## src/rtl/battery_pkg.sv

```systemverilog
// Shared types and sizing helpers for the battery level monitor.
// State encodings are visible on the state output, so they are fixed explicitly.
package battery_pkg;

  typedef enum logic [1:0] {
    StNormal = 2'b00,
    StLow    = 2'b01,
    StEmpty  = 2'b10
  } batt_state_e;

  // Counter width able to hold values 0..n-1; never below one bit.
  function automatic int unsigned cnt_width(input int unsigned n);
    return (n <= 1) ? 1 : $clog2(n);
  endfunction

endpackage

```

## src/rtl/blink_generator.sv

```systemverilog
// Square-wave generator for the low-battery LED: starts high on the rising
// edge of en, toggles every BLINK_DIV cycles, held low while en is low.
module blink_generator
  import battery_pkg::*;
#(
  parameter int unsigned BLINK_DIV = 8
) (
  input  logic clk,
  input  logic rst_n,
  input  logic en,
  output logic blink
);

  localparam int unsigned CntW = cnt_width(BLINK_DIV);

  logic [CntW-1:0] cnt_q, cnt_d;
  logic            blink_q, blink_d;
  logic            en_q;

  always_comb begin
    cnt_d   = cnt_q;
    blink_d = blink_q;
    if (!en) begin
      cnt_d   = '0;
      blink_d = 1'b0;
    end else if (!en_q) begin
      cnt_d   = '0;
      blink_d = 1'b1;
    end else if (cnt_q == CntW'(BLINK_DIV - 1)) begin
      cnt_d   = '0;
      blink_d = ~blink_q;
    end else begin
      cnt_d = cnt_q + CntW'(1);
    end
  end

  always_ff @(posedge clk or negedge rst_n) begin
    if (!rst_n) begin
      cnt_q   <= '0;
      blink_q <= 1'b0;
      en_q    <= 1'b0;
    end else begin
      cnt_q   <= cnt_d;
      blink_q <= blink_d;
      en_q    <= en;
    end
  end

  assign blink = blink_q;

endmodule

```

## src/rtl/battery_level_monitor.sv

```systemverilog
// Classifies a battery level into NORMAL / LOW / EMPTY with hysteresis and a
// consecutive-sample debounce, driving the LEDs and a one-shot empty alarm.
module battery_level_monitor
  import battery_pkg::*;
#(
  parameter int unsigned WIDTH     = 4,
  parameter int unsigned EMPTY_TH  = 0,
  parameter int unsigned LOW_TH    = 3,
  parameter int unsigned HYST      = 1,
  parameter int unsigned DEBOUNCE  = 4,
  parameter int unsigned BLINK_DIV = 8
) (
  input  logic             clk,
  input  logic             rst_n,
  input  logic [WIDTH-1:0] level,
  output logic [1:0]       state,
  output logic             led_empty,
  output logic             led_low,
  output logic             alarm_pulse
);

  localparam int unsigned CntW = cnt_width(DEBOUNCE + 1);

  // One extra bit so threshold + HYST can never wrap.
  localparam logic [WIDTH:0] EmptyTh   = (WIDTH + 1)'(EMPTY_TH);
  localparam logic [WIDTH:0] LowTh     = (WIDTH + 1)'(LOW_TH);
  localparam logic [WIDTH:0] EmptyHyst = (WIDTH + 1)'(EMPTY_TH + HYST);
  localparam logic [WIDTH:0] LowHyst   = (WIDTH + 1)'(LOW_TH + HYST);

  logic [WIDTH:0]  lvl;
  batt_state_e     state_q, state_d, cand_q, cand_d, target;
  logic [CntW-1:0] cnt_q, cnt_d, cnt_inc;
  logic            led_empty_q, alarm_q;

  assign lvl = {1'b0, level};

  always_comb begin
    target = state_q;
    case (state_q)
      StNormal: begin
        if (lvl <= EmptyTh)    target = StEmpty;
        else if (lvl <= LowTh) target = StLow;
        else                   target = StNormal;
      end
      StLow: begin
        if (lvl <= EmptyTh)      target = StEmpty;
        else if (lvl > LowHyst)  target = StNormal;
        else                     target = StLow;
      end
      StEmpty: begin
        if (lvl > LowHyst)        target = StNormal;
        else if (lvl > EmptyHyst) target = StLow;
        else                      target = StEmpty;
      end
      default: target = StNormal;
    endcase
  end

  // Counter never exceeds DEBOUNCE-1 while held, so the increment cannot overflow.
  always_comb begin
    state_d = state_q;
    cand_d  = cand_q;
    cnt_d   = cnt_q;
    cnt_inc = (target == cand_q) ? cnt_q + CntW'(1) : CntW'(1);
    if (target == state_q) begin
      cnt_d = '0;
    end else begin
      cand_d = target;
      if (cnt_inc == CntW'(DEBOUNCE)) begin
        state_d = target;
        cnt_d   = '0;
      end else begin
        cnt_d = cnt_inc;
      end
    end
  end

  always_ff @(posedge clk or negedge rst_n) begin
    if (!rst_n) begin
      state_q     <= StNormal;
      cand_q      <= StNormal;
      cnt_q       <= '0;
      led_empty_q <= 1'b0;
      alarm_q     <= 1'b0;
    end else begin
      state_q     <= state_d;
      cand_q      <= cand_d;
      cnt_q       <= cnt_d;
      led_empty_q <= (state_d == StEmpty);
      alarm_q     <= (state_d == StEmpty) && (state_q != StEmpty);
    end
  end

  // Fed from next state so led_low moves on the same edge as state.
  blink_generator #(
    .BLINK_DIV(BLINK_DIV)
  ) u_blink (
    .clk  (clk),
    .rst_n(rst_n),
    .en   (state_d == StLow),
    .blink(led_low)
  );

  always_comb begin
    state       = state_q;
    led_empty   = led_empty_q;
    alarm_pulse = alarm_q;
  end

endmodule
```

## config.mk

```make
export PLATFORM = sky130hd
export DESIGN_NAME = battery_level_monitor
export DESIGN_NICKNAME = d
export VERILOG_FILES = /design/src/rtl/battery_pkg.sv /design/src/rtl/blink_generator.sv /design/src/rtl/battery_level_monitor.sv
export SDC_FILE = /design/constraint.sdc
export NUM_CORES = 1
export LEC_CHECK = 0
export CORE_MARGIN = 2
export CORE_UTILIZATION = 55
export DETAILED_ROUTE_END_ITERATION = 10
export PLACE_DENSITY = 0.83
export SETUP_SLACK_MARGIN = 0.15
export SYNTH_ARGS = -nofsm -noshare
export SYNTH_HDL_FRONTEND = slang
export SYNTH_SLANG_ARGS = --single-unit
```

## constraint.sdc

```tcl
create_clock -name clk -period 3.9 [get_ports clk]
set_input_delay 0.78 -clock clk [delete_from_list [all_inputs] [get_ports clk]]
set_output_delay 0.78 -clock clk [all_outputs]
set_load 0.1 [all_outputs]
```

Word-level counts from Yosys, hierarchy flattened
Index checks and enable logic that the tools add are counted.
{ "classes": {"n_addsub": 2, "multipliers": 0, "div": 0, "n_lt_le_gt_ge": 4, "n_eq_ne": 10, "n_shift": 0, "mux": 18, "n_bitwise": 1, "reduce_logical": 2} }
{ "ops": {"columns": ["op", "n"], "rows": [
  ["two-way mux 3 bit", 6],
  ["two-way mux 2 bit", 6],
  ["adder 3 x 1 -> 3 bit, second input constant", 2],
  ["== test 3 bit, second input constant", 2],
  ["case mux 2 bit (3 select lines)", 1],
  ["two-way mux 1 bit", 5],
  ["== test 2 x 1 -> 1 bit, second input constant", 2],
  ["== test 2 bit", 2],
  ["== test 2 bit, second input constant", 2],
  ["> comparator 4 x 1 -> 1 bit, second input constant", 1],
  ["> comparator 4 x 3 -> 1 bit, second input constant", 1],
  ["<= comparator 4 x 1 -> 1 bit, second input constant", 1],
  ["<= comparator 4 x 2 -> 1 bit, second input constant", 1],
  ["!= test 3 bit, second input constant", 1],
  ["zero test 2 bit", 1],
  ["!= test 2 bit, second input constant", 1],
  ["logical AND 1 bit", 1],
  ["inverter 1 bit", 1]
]} }
{ "totals": {"regBits": 14, "latchBits": 0, "ram_bits": 0, "romBits": 0, "input_bits": 6, "memories": 0} }

Depth between registers and ports, before layout
{ "logic_depth": {"word_depth": 11, "ltp_mapped": 8, "mapped_depth_nobuf": 6} }

Cells and area by module
A second synthesis with hierarchy kept.
{ "unflattened": {"cells_unflattened": 75, "hier_area_um2": 815.8} }
{ "modules_own_cells": {"columns": ["module", "n_inst", "cells_each", "area_each_um2", "seq_area_each_um2"], "rows": [
  ["battery_level_monitor", 1, 62, 628.1, 225.2],
  ["blink_generator", 1, 13, 187.7, 125.1]
]} }

Least setup slack after synthesis
OpenSTA, ideal clock, no wires.
{ "synth_path": {"path_type": "register -> register", "start": "register state_q[0], in the netlist state[0]", "end": "register u_blink.cnt_q[1]", "setup_time_ns": 0.095, "arrival_time_ns": 2.696, "required_ns": 3.805, "path_slack_ns": 1.109, "path_stages_with_launch": 9, "n_path_buf": 2, "period_less_slack_ns": 2.791, "path_cell_list": "dfrtp_1 -> buf_2 -> nand2_1 -> and4b_1 -> buf_6 -> or4_1 -> and4bb_1 -> o32ai_4 -> nor4_4"} }
{ "synth_between": {"elab_chain_len": 9, "elab_cells_between_ends": 12, "cone_classes": "eq/ne (6); mux (5); reduce/logical (1)"} }
{ "synth_lines": {"columns": ["item", "line_no", "rtl"], "rows": [
  ["from (decl)", "battery_level_monitor.sv:31", "batt_state_e state_q, state_d, cand_q, cand_d, target;"],
  ["from (signal assigned)", "battery_level_monitor.sv:80", "state_q <= StNormal;"],
  ["from (signal assigned)", "battery_level_monitor.sv:86", "state_q <= state_d;"],
  ["== test 2 bit, or another cell as far along", "battery_level_monitor.sv:39", "case (state_q)"],
  ["case mux 2 bit (3 select lines)", "battery_level_monitor.sv:39", null],
  ["== test 2 bit", "battery_level_monitor.sv:64", "cnt_inc = (target == cand_q) ? cnt_q + CntW'(1) : CntW'(1);"],
  ["two-way mux 3 bit", "battery_level_monitor.sv:64", null],
  ["== test 3 bit", "battery_level_monitor.sv:69", "if (cnt_inc == CntW'(DEBOUNCE)) begin"],
  ["two-way mux 2 bit", "battery_level_monitor.sv:69", null],
  ["two-way mux 2 bit (*)", "battery_level_monitor.sv:65", "if (target == state_q) begin"],
  ["via state_d[1]", "battery_level_monitor.sv:31", null],
  ["== test 2 x 1 -> 1 bit (*)", "battery_level_monitor.sv:100", ".en (state_d == StLow),"],
  ["two-way mux 3 bit (*)", "blink_generator.sv:23", "if (!en) begin"],
  ["via u_blink.cnt_d[1]", "blink_generator.sv:16", "logic [CntW-1:0] cnt_q, cnt_d;"],
  ["to (signal assigned)", "blink_generator.sv:43", "cnt_q <= cnt_d;"],
  ["to (decl)", "blink_generator.sv:16", null]
]} }
Mark *: on every way through the listed nets, which the timed path passes. The rest lies on a longest branch.
A chain may end at the register's enable or synchronous reset.

Worst setup path in the final report
{ "layout_path": {"start": "register state_q[1], in the netlist state[1]", "end": "output port state[1]"} }
{ "layout_rtl": {"columns": ["item", "line_no", "rtl"], "rows": [
  ["to (decl)", "battery_level_monitor.sv:16", "output logic [1:0] state,"]
]} }
No word-level cell between the ends.

==> results.md <==
- Final setup fails: 0
- Setup crit start: state[1]$_DFF_PN0_
- Final worst-path cycle share: 72.8%
- Hold wc startpoint: cnt_q[0]$_DFF_PN0_
- Critical Path RT: 3120 ps
- TritonRoute pass-1 iters: 4
- Root Driver: clkbuf_4
- Tmin final: 2840 ps
- Worst Hold Class: reg -> reg
- Worst-case reg-to-reg path depth: 6
- DRC errors left: 0
- DR vias: 614
- Worst R2R Setup Slack: 1590 ps
- CP Capture Type: output port
- Worst-Margin Slew: 975 ps
- Site Rows: 14
- P per Cell Area: 421 mW/mm^2
- Htree depth: 1
- Max-cap violation count: 0
- Largest stage delay, worst path: 1210 ps
- Status: finished, final reports clean
- Startpoint Class: flip-flop
- Worst-path cell chain: clkdlybuf4s50_1
- CP max-delay cell: clkdlybuf4s50_1
- Post-CTS Setup Inserts: 0
- Max clock buf depth: 2
- Congestion Overflow GR: 0
- Final non-filler cell total: 101
- Worst IR Drop VDD: 0.000361 V
- Net count after synthesis: 83
- HPWL after detailed placement: 1060 um
- Setup TNS: 0 ps
- First-pass GRT wire length: 2450 um
- Synth cell count leaders: 14 x dfrtp_1, 6 x nor2_1, 5 x nand2_1, 4 x xnor2_1, 3 x ha_1
- Relative slew slack: 34.8%
- FF-to-FF End: led_empty$_DFF_PN0_
- Worst skew pair latency: 270 ps
- Post-synth cell types: 38
- Initial antenna violation count: 0
- Aggregate routed wire length: 1400 um
- Hold path depth: 1
- Clock slew at the register clock pins of the worst setup and hold paths: 80 ps
- Unrepaired setup endpoints after global routing: false
- Top FF cell, synth: dfrtp_1
- FF-to-FF Start: state[1]$_DFF_PN0_
- IO Port Bufs: 10
- Number of synthesis warnings: 0
- Ports: 11
- CTS tree: done
- Fin. Hold Viols: 0
- FMAX: 352 MHz
- Synthesized area: 857 sq um
- Leakage: 0.424 nW
- Critical path class: reg -> out
- Skew final: 0.797 ps
- Fin nets: 95
- Delay-heaviest family, CP: buffers and inverters
- Clock sinks: 14
- Yosys top cell area share: 40.9%
- Register bit total from synthesis: 14
- Area leader, netlist: dfrtp_1
- Area contributors post-synth: dfrtp_1 41%, ha_1 4.4%, xnor2_1 4.1%
- DIE HEIGHT: 43.5 um
- # resized after CTS: 0
- Die Width: 43.5 um
- Area growth, synth to finish: 15.0%
- Vias in the first global route: 558
- Core ar.: 0.00149 sq mm
- Seq/Total Area, Yosys: 40.9%
- Crit-path max FO: 10
- Final GP Congestion: 0.840
- Worst Path Buf+Inv: 1
- Layout cell share with drive strength beyond 1: 16.5%
- Tot Pwr: 0.415 mW
- Endpoint, Worst Hold: cnt_q[0]$_DFF_PN0_
- Per-cell routed wire length: 13.8 um
- CTS buffer count: 3
- Share of async-settable or async-resettable flops after synthesis: 100%
- Average size of a mapped cell: 11.6 sq um
- Initial DRC Count: 5
- EDFF count, synth: 0
- ANT nets after route: 0
- Die area: 0.00189 sq mm
- All-layer global routing usage: 17.3%
- Placed insts: 97
- Register area: 350 sq um
- Via density: 6.08
- Final design utilization: 66.2%
- Hold_buf cts: 0
- Gate Count Post-Synth: 74
- Largest net degree at the start of global routing: 15
- Slew Limit Fails: 0
- Initial Util: 57.6%
- Multi-input logic area: 472 sq um
- Layout fillers: 117
- ANT cells: 0
- Arrival time worst endpoint: 2060 ps
- Top-count cell post-synth: dfrtp_1
[cells in the final DEF (no fill, tap or decap), drive strengths merged, types with 3 or more instances in the layout]
cell type	netlist	layout
ha	3	3
nor3	4	4
dfrtp	14	14
clkbuf	0	4
xnor2	4	4
clkdlybuf4s50	0	10
nor2	6	6
nand2	5	5
nand2b	3	3
[layout make-up]
class                   instances  share of cell area, %
clock buffers                   4                   3.68
flip-flops and latches         14                   35.5
repair buffers                 10                   10.2
well taps                      16                   2.03
inverters                       2                  0.761
multi-input cells              55                   47.8
[metal layers]
metal	wire, um	track usage, %
met5	0	0
met4	0	4.24
met3	57	6.67
met2	626	23.6
met1	713	25.8
[worst max-delay path by stage]
stage	slack, ps	depth (start not counted)	endpoint
after floorplan	1110	8	u_blink.cnt_q[1]$_DFF_PN0_
after global placement	870	7	led_empty$_DFF_PN0_
after detailed placement	810	7	led_empty$_DFF_PN0_
after CTS	1040	1	state[1]
after global routing	970	1	state[1]
final	1060	1	state[1]
[flip-flops by register name (all words and copies together), names as in the netlist]
register       cells
cnt_q              3
cand_q             2
u_blink.cnt_q      3
alarm_pulse        1
state              2
led_empty          1
u_blink.blink      1
u_blink.en_q       1
[through the flow]
stage	instance area [sq um]	setup slack, ps	hold slack (ps)
finish	986	1060	487
global route	986	968	510
CTS	986	1040	489
detailed placement	950	813	478
global placement	950	873	469
floorplan	857	1110	449
[logic make-up after synthesis]
group,synth area share (%)
flip-flops,40.9
adder cells (fa/ha/maj),4.38
XOR/XNOR,5.11
AND/OR/NAND/NOR,23.4
AO/OA/AOI/OAI,19.6
multiplexers,2.63
buffers and inverters,4.09
[power breakdown]
| group | leakage (nW) | total [mW] | internal [mW] | switching [mW] |
|---|---|---|---|---|
| Sequential | 0.191 | 0.175 | 0.158 | 0.0170 |
| Combinational | 0.212 | 0.139 | 0.0487 | 0.0905 |
| Clock | 0.0210 | 0.100 | 0.0567 | 0.0435 |
[worst register-to-register path: stages (launching register included)]
cell      delay, ps
dfrtp_1         570
nand2b_4        220
and4b_1         310
xor2_1          140
o41a_1          430
o21ai_2         380
and2_1          190
No activity file was read; power rests on OpenSTA's default activity.
